**config.mk**
```make
export PLATFORM = sky130hd
export DESIGN_NAME = position_update_function_flat
export DESIGN_NICKNAME = d
export VERILOG_FILES = /design/src/rtl/position_update_function_if.sv /design/src/rtl/position_update_function.sv /design/src/flat_wrapper.sv
export SDC_FILE = /design/constraint.sdc
export NUM_CORES = 1
export LEC_CHECK = 0
export CORE_MARGIN = 4
export CORE_UTILIZATION = 30
export DETAILED_ROUTE_END_ITERATION = 6
export PLACE_DENSITY_LB_ADDON = 0.3
export SLEW_MARGIN = 20
export SYNTH_ARGS = -nofsm -noshare
export SYNTH_HDL_FRONTEND = slang
export SYNTH_SLANG_ARGS = --single-unit
```
**constraint.sdc**
```tcl
create_clock -name clk -period 1.34 [get_ports clk]
set_input_delay 0.268 -clock clk [delete_from_list [all_inputs] [get_ports clk]]
set_output_delay 0.268 -clock clk [all_outputs]
set_load 0.02 [all_outputs]
```
**src/rtl/position_update_function_if.sv**
```systemverilog
// Sprite position bus between the movement/AI logic (master) and the
// position update block (slave).
interface position_update_function_if;
  logic [10:0] curr_pos_x;
  logic [9:0]  curr_pos_y;
  logic [3:0]  move_direction;
  logic [2:0]  which_sprite;
  logic [10:0] new_pos_x;
  logic [9:0]  new_pos_y;

  modport master (
    output curr_pos_x, curr_pos_y, move_direction, which_sprite,
    input  new_pos_x, new_pos_y
  );

  modport slave (
    input  curr_pos_x, curr_pos_y, move_direction, which_sprite,
    output new_pos_x, new_pos_y
  );
endinterface

```
**src/rtl/position_update_function.sv**
```systemverilog
// Steps a sprite one maze tile in a one-hot direction and returns the tile-centre pixel.
// Macro POS_WRAP_EN: defined = wrap at grid edges, undefined = off-grid steps are suppressed.
module position_update_function #(
  parameter int X_ORG      = 336,
  parameter int Y_ORG      = 27,
  parameter int TILE_SHIFT = 4,
  parameter int CENTER_OFF = 7,
  parameter int COLS       = 80,
  parameter int ROWS       = 36
) (
  input  logic                       clk,
  input  logic                       rst,
  position_update_function_if.slave  bus
);

  localparam int TXW = $clog2(COLS);
  localparam int TYW = $clog2(ROWS);

  localparam logic [10:0]    X_ORG_L  = 11'(X_ORG);
  localparam logic [9:0]     Y_ORG_L  = 10'(Y_ORG);
  localparam logic [10:0]    TX_LIMIT = 11'(COLS - 1);
  localparam logic [9:0]     TY_LIMIT = 10'(ROWS - 1);
  localparam logic [TXW-1:0] TX_MAX   = TXW'(COLS - 1);
  localparam logic [TYW-1:0] TY_MAX   = TYW'(ROWS - 1);
  localparam logic [TXW-1:0] TX_ONE   = TXW'(1);
  localparam logic [TYW-1:0] TY_ONE   = TYW'(1);

  // Tile a step lands on when it would leave the grid.
`ifdef POS_WRAP_EN
  localparam logic [TXW-1:0] TX_PAST_LEFT  = TX_MAX;
  localparam logic [TXW-1:0] TX_PAST_RIGHT = TXW'(0);
  localparam logic [TYW-1:0] TY_PAST_TOP   = TY_MAX;
  localparam logic [TYW-1:0] TY_PAST_BOT   = TYW'(0);
`else
  localparam logic [TXW-1:0] TX_PAST_LEFT  = TXW'(0);
  localparam logic [TXW-1:0] TX_PAST_RIGHT = TX_MAX;
  localparam logic [TYW-1:0] TY_PAST_TOP   = TYW'(0);
  localparam logic [TYW-1:0] TY_PAST_BOT   = TY_MAX;
`endif

  localparam logic [10:0] HX_PACMAN = 11'(X_ORG + CENTER_OFF + (64 << TILE_SHIFT));
  localparam logic [10:0] HX_BLINKY = 11'(X_ORG + CENTER_OFF + (40 << TILE_SHIFT));
  localparam logic [10:0] HX_PINKY  = 11'(X_ORG + CENTER_OFF + (40 << TILE_SHIFT));
  localparam logic [10:0] HX_INKY   = 11'(X_ORG + CENTER_OFF + (38 << TILE_SHIFT));
  localparam logic [10:0] HX_CLYDE  = 11'(X_ORG + CENTER_OFF + (42 << TILE_SHIFT));
  localparam logic [9:0]  HY_ROW14  = 10'(Y_ORG + CENTER_OFF + (14 << TILE_SHIFT));
  localparam logic [9:0]  HY_ROW17  = 10'(Y_ORG + CENTER_OFF + (17 << TILE_SHIFT));

  // Modular 11/10-bit sums equal the full-width result truncated.
  function automatic logic [10:0] tile_to_px_x(input logic [TXW-1:0] t);
    return 11'(X_ORG + CENTER_OFF) + (11'(t) << TILE_SHIFT);
  endfunction

  function automatic logic [9:0] tile_to_px_y(input logic [TYW-1:0] t);
    return 10'(Y_ORG + CENTER_OFF) + (10'(t) << TILE_SHIFT);
  endfunction

  logic [10:0]    dx_s;
  logic [9:0]     dy_s;
  logic [10:0]    tx_raw_s;
  logic [9:0]     ty_raw_s;
  logic [TXW-1:0] tx_s;
  logic [TYW-1:0] ty_s;
  logic [TXW-1:0] tx_next_s;
  logic [TYW-1:0] ty_next_s;
  logic [10:0]    new_pos_x_d;
  logic [9:0]     new_pos_y_d;
  logic [10:0]    new_pos_x_q;
  logic [9:0]     new_pos_y_q;
  logic [10:0]    home_x_s;
  logic [9:0]     home_y_s;

  // Pixel to tile: positions left/above the maze pin to 0, far positions clamp.
  always_comb begin
    dx_s     = (bus.curr_pos_x < X_ORG_L) ? 11'd0 : (bus.curr_pos_x - X_ORG_L);
    dy_s     = (bus.curr_pos_y < Y_ORG_L) ? 10'd0 : (bus.curr_pos_y - Y_ORG_L);
    tx_raw_s = dx_s >> TILE_SHIFT;
    ty_raw_s = dy_s >> TILE_SHIFT;
    tx_s     = (tx_raw_s > TX_LIMIT) ? TX_MAX : tx_raw_s[TXW-1:0];
    ty_s     = (ty_raw_s > TY_LIMIT) ? TY_MAX : ty_raw_s[TYW-1:0];
  end

  // One-tile step; anything not one-hot leaves the tile unchanged (snap to centre).
  always_comb begin
    tx_next_s = tx_s;
    ty_next_s = ty_s;
    case (bus.move_direction)
      4'b1000: tx_next_s = (tx_s == TXW'(0)) ? TX_PAST_LEFT  : (tx_s - TX_ONE);
      4'b0001: tx_next_s = (tx_s == TX_MAX)  ? TX_PAST_RIGHT : (tx_s + TX_ONE);
      4'b0010: ty_next_s = (ty_s == TYW'(0)) ? TY_PAST_TOP   : (ty_s - TY_ONE);
      4'b0100: ty_next_s = (ty_s == TY_MAX)  ? TY_PAST_BOT   : (ty_s + TY_ONE);
      default: begin
        tx_next_s = tx_s;
        ty_next_s = ty_s;
      end
    endcase
    new_pos_x_d = tile_to_px_x(tx_next_s);
    new_pos_y_d = tile_to_px_y(ty_next_s);
  end

  // Home position of the selected sprite; unknown codes fall back to pacman.
  always_comb begin
    home_x_s = HX_PACMAN;
    home_y_s = HY_ROW17;
    case (bus.which_sprite)
      3'd1: begin
        home_x_s = HX_BLINKY;
        home_y_s = HY_ROW14;
      end
      3'd2: home_x_s = HX_PINKY;
      3'd3: home_x_s = HX_INKY;
      3'd4: home_x_s = HX_CLYDE;
      default: begin
        home_x_s = HX_PACMAN;
        home_y_s = HY_ROW17;
      end
    endcase
  end

  // Output register, cleared to the pacman home.
  always_ff @(posedge clk or posedge rst) begin
    if (rst) begin
      new_pos_x_q <= HX_PACMAN;
      new_pos_y_q <= HY_ROW17;
    end else begin
      new_pos_x_q <= new_pos_x_d;
      new_pos_y_q <= new_pos_y_d;
    end
  end

  // Reset overrides the outputs without waiting for a clock.
  assign bus.new_pos_x = rst ? home_x_s : new_pos_x_q;
  assign bus.new_pos_y = rst ? home_y_s : new_pos_y_q;

endmodule

```
**src/flat_wrapper.sv**
```systemverilog
// flat-port wrapper written by rule: the top's interface ports become plain ports
module position_update_function_flat 
#(
  parameter int X_ORG      = 336,
  parameter int Y_ORG      = 27,
  parameter int TILE_SHIFT = 4,
  parameter int CENTER_OFF = 7,
  parameter int COLS       = 80,
  parameter int ROWS       = 36
)
  (clk, rst, bus_curr_pos_x, bus_curr_pos_y, bus_move_direction, bus_which_sprite, bus_new_pos_x, bus_new_pos_y);
  position_update_function_if bus_i ();
  input  logic clk;
  input  logic rst;
  input wire logic [$bits(bus_i.curr_pos_x)-1:0] bus_curr_pos_x;
  input wire logic [$bits(bus_i.curr_pos_y)-1:0] bus_curr_pos_y;
  input wire logic [$bits(bus_i.move_direction)-1:0] bus_move_direction;
  input wire logic [$bits(bus_i.which_sprite)-1:0] bus_which_sprite;
  output wire logic [$bits(bus_i.new_pos_x)-1:0] bus_new_pos_x;
  output wire logic [$bits(bus_i.new_pos_y)-1:0] bus_new_pos_y;
  assign bus_i.curr_pos_x = bus_curr_pos_x;
  assign bus_i.curr_pos_y = bus_curr_pos_y;
  assign bus_i.move_direction = bus_move_direction;
  assign bus_i.which_sprite = bus_which_sprite;
  assign bus_new_pos_x = bus_i.new_pos_x;
  assign bus_new_pos_y = bus_i.new_pos_y;
  position_update_function #(.X_ORG(X_ORG), .Y_ORG(Y_ORG), .TILE_SHIFT(TILE_SHIFT), .CENTER_OFF(CENTER_OFF), .COLS(COLS), .ROWS(ROWS)) u_core (.clk(clk), .rst(rst), .bus(bus_i));
endmodule
```
=== Word level (Yosys, flattened, before mapping) ===
Index checks and enable logic that the tools add are counted.

* Logic and storage cells: 41
* Flip-flop bits (word level): 21
* Input bits: 30
* Output and inout port bits: 21

* Magnitude comparators: 4
* Equal/unequal tests: 10
* Reduce and logical (&&, ||, !) cells: 3
* Add/sub/neg operators: 8
* Muxes and demuxes: 14

{| class="wikitable"
|+ Operators by type and width
! operator !! number
|-
| $pmux 11 s3 || 1
|-
| $mux 6 || 4
|-
| $mux 11 || 2
|-
| $mux 7 || 3
|-
| $mux 10 || 2
|-
| $pmux 7 s2 || 1
|-
| $pmux 6 s2 || 1
|-
| $add 9x11->11 const A || 1
|-
| $lt 11x9->1 const B || 1
|-
| $sub 11x9->11 const B || 1
|-
| $add 6x10->10 const A || 1
|-
| $lt 10x5->1 const B || 1
|-
| $sub 10x5->10 const B || 1
|-
| $add 7x1->7 const B || 1
|-
| $eq 7x7->1 const B || 1
|-
| $gt 7x7->1 const B || 1
|-
| $logic_not 7->1 || 1
|-
| $sub 7x1->7 const B || 1
|-
| $add 6x1->6 const B || 1
|-
| $eq 3x2->1 const B || 2
|-
| $eq 6x6->1 const B || 1
|-
| $gt 6x6->1 const B || 1
|-
| $logic_not 6->1 || 1
|-
| $sub 6x1->6 const B || 1
|-
| other kinds (7) || 7
|}

=== Logic depth before layout (Yosys ltp) ===
* Depth after elaboration: 8
* Gate-level depth with buffers: 18
* Depth with buffers taken out: 17

=== Worst setup path before layout ===
OpenSTA, ideal clock, no wires.

* Kind: input port to flip-flop
* Start point: in bus_curr_pos_x[4]
* End point: reg u_core.new_pos_x_q[10]
* Path buffers: 1
* Stages: 16
* Slack: -1.924 ns
* Library setup time: 0.075 ns
* Data arrival time: 3.189 ns
* Path through: buf_2 inv_1 ha_1 nand2b_1 o31ai_1 o21a_1 nor3_1 inv_1 ha_1 a21oi_1 a22o_1 inv_1 ha_1 o21a_1 o21ai_1 xor2_1

* Word-level cells in the longest chain between the ends: 8
* Elaborated cells between the ends (all ways): 13
* Those cells by class: add/sub: 4; order compare: 2; eq/ne: 1; mux: 5; reduce/logical: 1

{| class="wikitable"
|+ Ends and longest elaborated chain
! item !! line !! source
|-
| start: declaration || flat_wrapper.sv:15 || <nowiki>input wire logic [$bits(bus_i.curr_pos_x)-1:0] bus_curr_pos_x;</nowiki>
|-
| $sub 11x9->11 or $lt 11x9->1 (tied branches) || position_update_function.sv:75 || <nowiki>dx_s = (bus.curr_pos_x < X_ORG_L) ? 11'd0 : (bus.curr_pos_x - X_ORG_L);</nowiki>
|-
| $mux 11 * || position_update_function.sv:75 ||
|-
| $gt 7x7->1 || position_update_function.sv:79 || <nowiki>tx_s = (tx_raw_s > TX_LIMIT) ? TX_MAX : tx_raw_s[TXW-1:0];</nowiki>
|-
| $mux 7 * || position_update_function.sv:79 ||
|-
| $add 7x1->7, or another cell as far along || position_update_function.sv:89 || <nowiki>4'b0001: tx_next_s = (tx_s == TX_MAX) ? TX_PAST_RIGHT : (tx_s + TX_ONE);</nowiki>
|-
| $mux 7, on equally long branches || position_update_function.sv:89, position_update_function.sv:88 ||
|-
| $pmux 7 s2 * || position_update_function.sv:87 || <nowiki>case (bus.move_direction)</nowiki>
|-
| $add 9x11->11 * || position_update_function.sv:51 || <nowiki>return 11'(X_ORG + CENTER_OFF) + (11'(t) << TILE_SHIFT);</nowiki>
|-
| net u_core.new_pos_x_d[10] || position_update_function.sv:66 || <nowiki>logic [10:0] new_pos_x_d;</nowiki>
|-
| end signal: assignment || position_update_function.sv:126 || <nowiki>new_pos_x_q <= new_pos_x_d;</nowiki>
|-
| end: declaration || position_update_function.sv:68 || <nowiki>logic [10:0] new_pos_x_q;</nowiki>
|}

The timed path passes the listed nets; every way through them passes the cells marked *.

=== Final worst setup path ===
* Start point: in bus_curr_pos_x[5]
* End point: reg u_core.new_pos_x_q[10]

Same word-level chain as after synthesis.

==> results.toml <==
[clock_network]
maximum_level_of_the_cts_h_tree = 1
cts_tree = "yes"
cts_buffer_count = 3
clock_pin_slew_worst_setup_and_hold_paths_ns = 0.05
clock_sinks = 13
clock_root_buffer = "sky130_fd_sc_hd__clkbuf_8"
clockBufferDepth = 2

[synth]
primary_flip_flop_cell_chosen_by_synthesis_mapping = "sky130_fd_sc_hd__dfstp_2"
synth-edff-count = 0
synth.top_cell.area_share = 0.07640
mappedNetlistArea_um2 = 2407
postSynthAreaPerCell_um2 = 7.618
synthArstFlopShare = 1.000
synth_cells = 316
synth_top_area_cell = "sky130_fd_sc_hd__dfstp_2"
synth_top_cells_by_area = "sky130_fd_sc_hd__dfstp_2 7.6%, sky130_fd_sc_hd__dfrtp_1 6.2%, sky130_fd_sc_hd__xnor2_1 5.5%, sky130_fd_sc_hd__ha_1 4.7%, sky130_fd_sc_hd__nor2_1 4.5%"
ys_seq_elements = 13
synth_cell_type_count = 74
synth.yosys.seq_area_share = 0.1388
synth-warning-count = 0

[grt]
grt_antenna_before_repair = 0
grt.met2_usage = 0.2778
global_route.usage.total = 0.1535
grt_overflow = 0
grt_max_degree = 15
met3_usage = 0.01579
globalRoute.busiestLayer = "met2"
first_global_vias = 2771
gr-usage-met1 = 0.2008
grt_pass1_wl_mm = 12.76

[critical_path]
endpoint_class_of_the_critical_path = "flip-flop"
crit_chain = "buf_12 > inv_4 > ha_4 > buf_4 > nor2_4 > a41oi_4 > a31oi_2 > buf_4 > buf_4 > buf_4 > buf_4 > buf_4 > a211oi_2 > a22o_1 > inv_2 > ha_4 > o21a_1 > o21ai_2 > xor2_1"
critical_path_arrival_ns = 2.70
critical_path.most_common_cell = "sky130_fd_sc_hd__buf_4"
critical_path.max_stage_delay_ns = 0.19
critPathSlowestCell = "sky130_fd_sc_hd__a22o_1"
crit_required_ns = 1.50
critical_path_buf_inv_count = 9
crit_type = "primary input to flip-flop"
worst-path-max-fanout = 6
critical_path_depth = 19
crit_family = "compound AO/OA/AOI/OAI gates"
critical_path.startpoint_type = "primary input"

[placed_design]
io_buffers = 38
hpwl_mm = 6.077
postPlaceCellArea_um2 = 3845
place.detailed.instances = 554
gp_congestion = 0.8747

[final_layout]
fin_area_um2 = 4379
final-seq-area_um2 = 334.1
num-nets-final = 528
n_fill_cell = 680
multiInputGateArea_um2 = 2326
post_layout_nonfiller_instances = 590
total_inserted_antenna_cells = 0
post_route_cells_drive_above_1_share = 0.5799
area_growth_syn_to_layout_pct = 81.91

[timing]
layout_min_cycle_time_ns = 2.533
setup_violations = 13
worst_slack_ns = -1.193
timing_hold_violations_final = 0
aggregate_negative_setup_slack_ns = -11.76
layout_worst_path_cycle_share = 1.890
slew_violations = 0
rsz0062_at_grt = "yes"
max_freq_mhz = 394.8

[die]
floorplan.io_pins = 51
floorplan.die_area_um2 = 9522
die-width_um = 97.58
core_area_um2 = 7767
rows = 32
floorplan.die.height_um = 97.58
start_util = 0.3099

[routing]
routed_vias = 2916
initialDrtViolationCount = 117
drtAntennaViolNets = 0
route.detailed.vias_per_inst = 4.942
detail_route.wl_per_cell_um = 13.09
drt_pre_antenna_iters = 4
finalWirelength_mm = 7.722
remaining_drc_errors = 0

[power_and_ir_drop]
vdd_ir_drop_max_mv = 0.4546
powerDensity_nw_per_um2 = 608.8
finalPower_mw = 2.666
power.leakage_nw = 1.880

[status]
failed_checks = "negative setup slack"
outcome = "complete, but fails checks"

[worst_hold_path]
min-delay-path-class = "primary input to asynchronous set/reset pin"

[flow_run]
max-cap-violations = 0
==> worst max-delay path by stage <==
stage | end | startpoint | slack, ns
2_1_floorplan | u_core.new_pos_x_q[10] | bus_curr_pos_x[5] | -1.41
3_3_place_gp | u_core.new_pos_x_q[10] | bus_curr_pos_x[5] | -1.94
3_5_place_dp | u_core.new_pos_x_q[10] | bus_curr_pos_x[5] | -2.03
4_1_cts | u_core.new_pos_x_q[10] | bus_curr_pos_x[4] | -1.30
5_1_grt | u_core.new_pos_x_q[10] | bus_curr_pos_x[5] | -1.29
6_report | u_core.new_pos_x_q[10] | bus_curr_pos_x[5] | -1.19
==> synthesized netlist by cell type (2+ instances only) <==
| master | number |
|---|---|
| sky130_fd_sc_hd__inv_2 | 2 |
| sky130_fd_sc_hd__nand2_1 | 23 |
| sky130_fd_sc_hd__or2_2 | 6 |
| sky130_fd_sc_hd__a41oi_1 | 2 |
| sky130_fd_sc_hd__a31oi_1 | 6 |
| sky130_fd_sc_hd__a211oi_1 | 4 |
| sky130_fd_sc_hd__nand4_1 | 3 |
| sky130_fd_sc_hd__mux2_2 | 2 |
| sky130_fd_sc_hd__nor4b_1 | 4 |
| sky130_fd_sc_hd__nand3_1 | 12 |
| sky130_fd_sc_hd__inv_1 | 20 |
| sky130_fd_sc_hd__nor2_2 | 2 |
| sky130_fd_sc_hd__buf_4 | 11 |
| sky130_fd_sc_hd__dfrtp_1 | 6 |
| sky130_fd_sc_hd__dfstp_2 | 7 |
| sky130_fd_sc_hd__and3_1 | 2 |
| sky130_fd_sc_hd__a221o_1 | 3 |
| sky130_fd_sc_hd__nand3b_1 | 2 |
| sky130_fd_sc_hd__clkbuf_1 | 4 |
| sky130_fd_sc_hd__mux2i_1 | 4 |
| sky130_fd_sc_hd__a21o_1 | 6 |
| sky130_fd_sc_hd__nor2b_1 | 9 |
| sky130_fd_sc_hd__o21a_1 | 5 |
| sky130_fd_sc_hd__o21ai_0 | 14 |
| sky130_fd_sc_hd__or3_1 | 3 |
| sky130_fd_sc_hd__a21oi_1 | 16 |
| sky130_fd_sc_hd__ha_1 | 9 |
| sky130_fd_sc_hd__a2111oi_2 | 3 |
| sky130_fd_sc_hd__xor2_1 | 6 |
| sky130_fd_sc_hd__nor3_1 | 13 |
| sky130_fd_sc_hd__o21bai_1 | 3 |
| sky130_fd_sc_hd__buf_6 | 2 |
| sky130_fd_sc_hd__xnor2_1 | 15 |
| sky130_fd_sc_hd__o21ai_1 | 4 |
| sky130_fd_sc_hd__o2111ai_1 | 2 |
| sky130_fd_sc_hd__buf_2 | 5 |
| sky130_fd_sc_hd__nor2_1 | 29 |
| sky130_fd_sc_hd__conb_1 | 2 |
| sky130_fd_sc_hd__nand2b_1 | 4 |
| sky130_fd_sc_hd__o211ai_1 | 6 |
| sky130_fd_sc_hd__o22ai_1 | 2 |
==> metal layers <==
layer  wire length (um)  part of all wire
met2               3857              0.50
met5                  0                 0
met4                100             0.013
met3                291             0.038
met1               3472              0.45
==> stage by stage <==
step	hold slack (ns)	setup slack (ns)	util
final	0.08019	-1.193	0.5638
after global routing	0.09626	-1.293	0.5638
after CTS	0.08311	-1.303	0.5343
after detailed placement	0.6429	-2.032	0.4950
after global placement	0.6388	-1.938	0.4950
after floorplan	0.1484	-1.414	-
==> power by group <==
group / leakage (nW) / internal [mW] / switching (mW) / total, mW
logic: 1.71 / 0.936 / 0.869 / 1.81
clock network: 0.0228 / 0.209 / 0.123 / 0.331
registers: 0.144 / 0.507 / 0.0218 / 0.529
total: 1.88 / 1.65 / 1.01 / 2.67
==> state kept, by name, indices dropped and copies added (netlist names) <==
| name | flops |
|---|---|
| u_core.new_pos_x_q | 7 |
| u_core.new_pos_y_q | 6 |
==> what timing repair did <==
action | CTS | global route
pin swaps | 36 | 35
endpoints found under the setup margin | 26 | 18
cloned | 1 | 0
hold buffers | 0 | 0
hold endpoints to repair | 0 | 0
resized for setup | 155 | 47
setup buffers | 22 | 11
==> tightest hold or removal path, stage by stage <==
cell and delay (ns):
sky130_fd_sc_hd__buf_2 0.12, sky130_fd_sc_hd__inv_2 0.07, sky130_fd_sc_hd__buf_4 0.21
==> cell usage in the layout, fill, tap and decap left out, types with 4 or more instances in the layout <==
| master | count |
|---|---|
| sky130_fd_sc_hd__o21a_1 | 5 |
| sky130_fd_sc_hd__ha_4 | 8 |
| sky130_fd_sc_hd__nor2b_1 | 8 |
| sky130_fd_sc_hd__nor2_2 | 4 |
| sky130_fd_sc_hd__o211ai_1 | 6 |
| sky130_fd_sc_hd__dfstp_2 | 7 |
| sky130_fd_sc_hd__buf_2 | 16 |
| sky130_fd_sc_hd__dlygate4sd2_1 | 6 |
| sky130_fd_sc_hd__nand3_1 | 9 |
| sky130_fd_sc_hd__mux2i_1 | 4 |
| sky130_fd_sc_hd__a21oi_2 | 5 |
| sky130_fd_sc_hd__buf_4 | 136 |
| sky130_fd_sc_hd__clkdlybuf4s15_1 | 4 |
| sky130_fd_sc_hd__inv_2 | 9 |
| sky130_fd_sc_hd__inv_4 | 4 |
| sky130_fd_sc_hd__o21ai_1 | 7 |
| sky130_fd_sc_hd__buf_6 | 15 |
| sky130_fd_sc_hd__nor2_4 | 4 |
| sky130_fd_sc_hd__o21ai_0 | 7 |
| sky130_fd_sc_hd__xor2_1 | 6 |
| sky130_fd_sc_hd__or2_2 | 5 |
| sky130_fd_sc_hd__nand3_2 | 4 |
| sky130_fd_sc_hd__a21oi_1 | 11 |
| sky130_fd_sc_hd__nor3_1 | 11 |
| sky130_fd_sc_hd__xnor2_1 | 11 |
| sky130_fd_sc_hd__inv_1 | 8 |
| sky130_fd_sc_hd__a21o_1 | 5 |
| sky130_fd_sc_hd__dfrtp_1 | 6 |
| sky130_fd_sc_hd__nor2_1 | 23 |
| sky130_fd_sc_hd__nand2_1 | 21 |
| sky130_fd_sc_hd__conb_1 | 8 |
| sky130_fd_sc_hd__clkdlybuf4s50_1 | 4 |
==> logic make-up (layout without fill, tap and decap cells) <==
family / count (synthesis) / in the layout / synth area share
simple gates: 123 / 123 / 0.2791
compound gates: 98 / 98 / 0.3353
flops: 13 / 13 / 0.1388
mux: 6 / 6 / 0.02599
fa+ha+maj: 9 / 9 / 0.04678
xor+xnor: 21 / 21 / 0.07640
buf+inv: 44 / 210 / 0.09459
other cells: 2 / 8 / 0.003120
==> final cells by class <==
class,count,share of cell area
clock buffer,4,0.01029
timing repair buffer,184,0.3309
tap,102,0.02914
sequential,13,0.07629
multi-input combinational,265,0.5311
inverter,22,0.02229
Power figures use the tool's default switching activity.
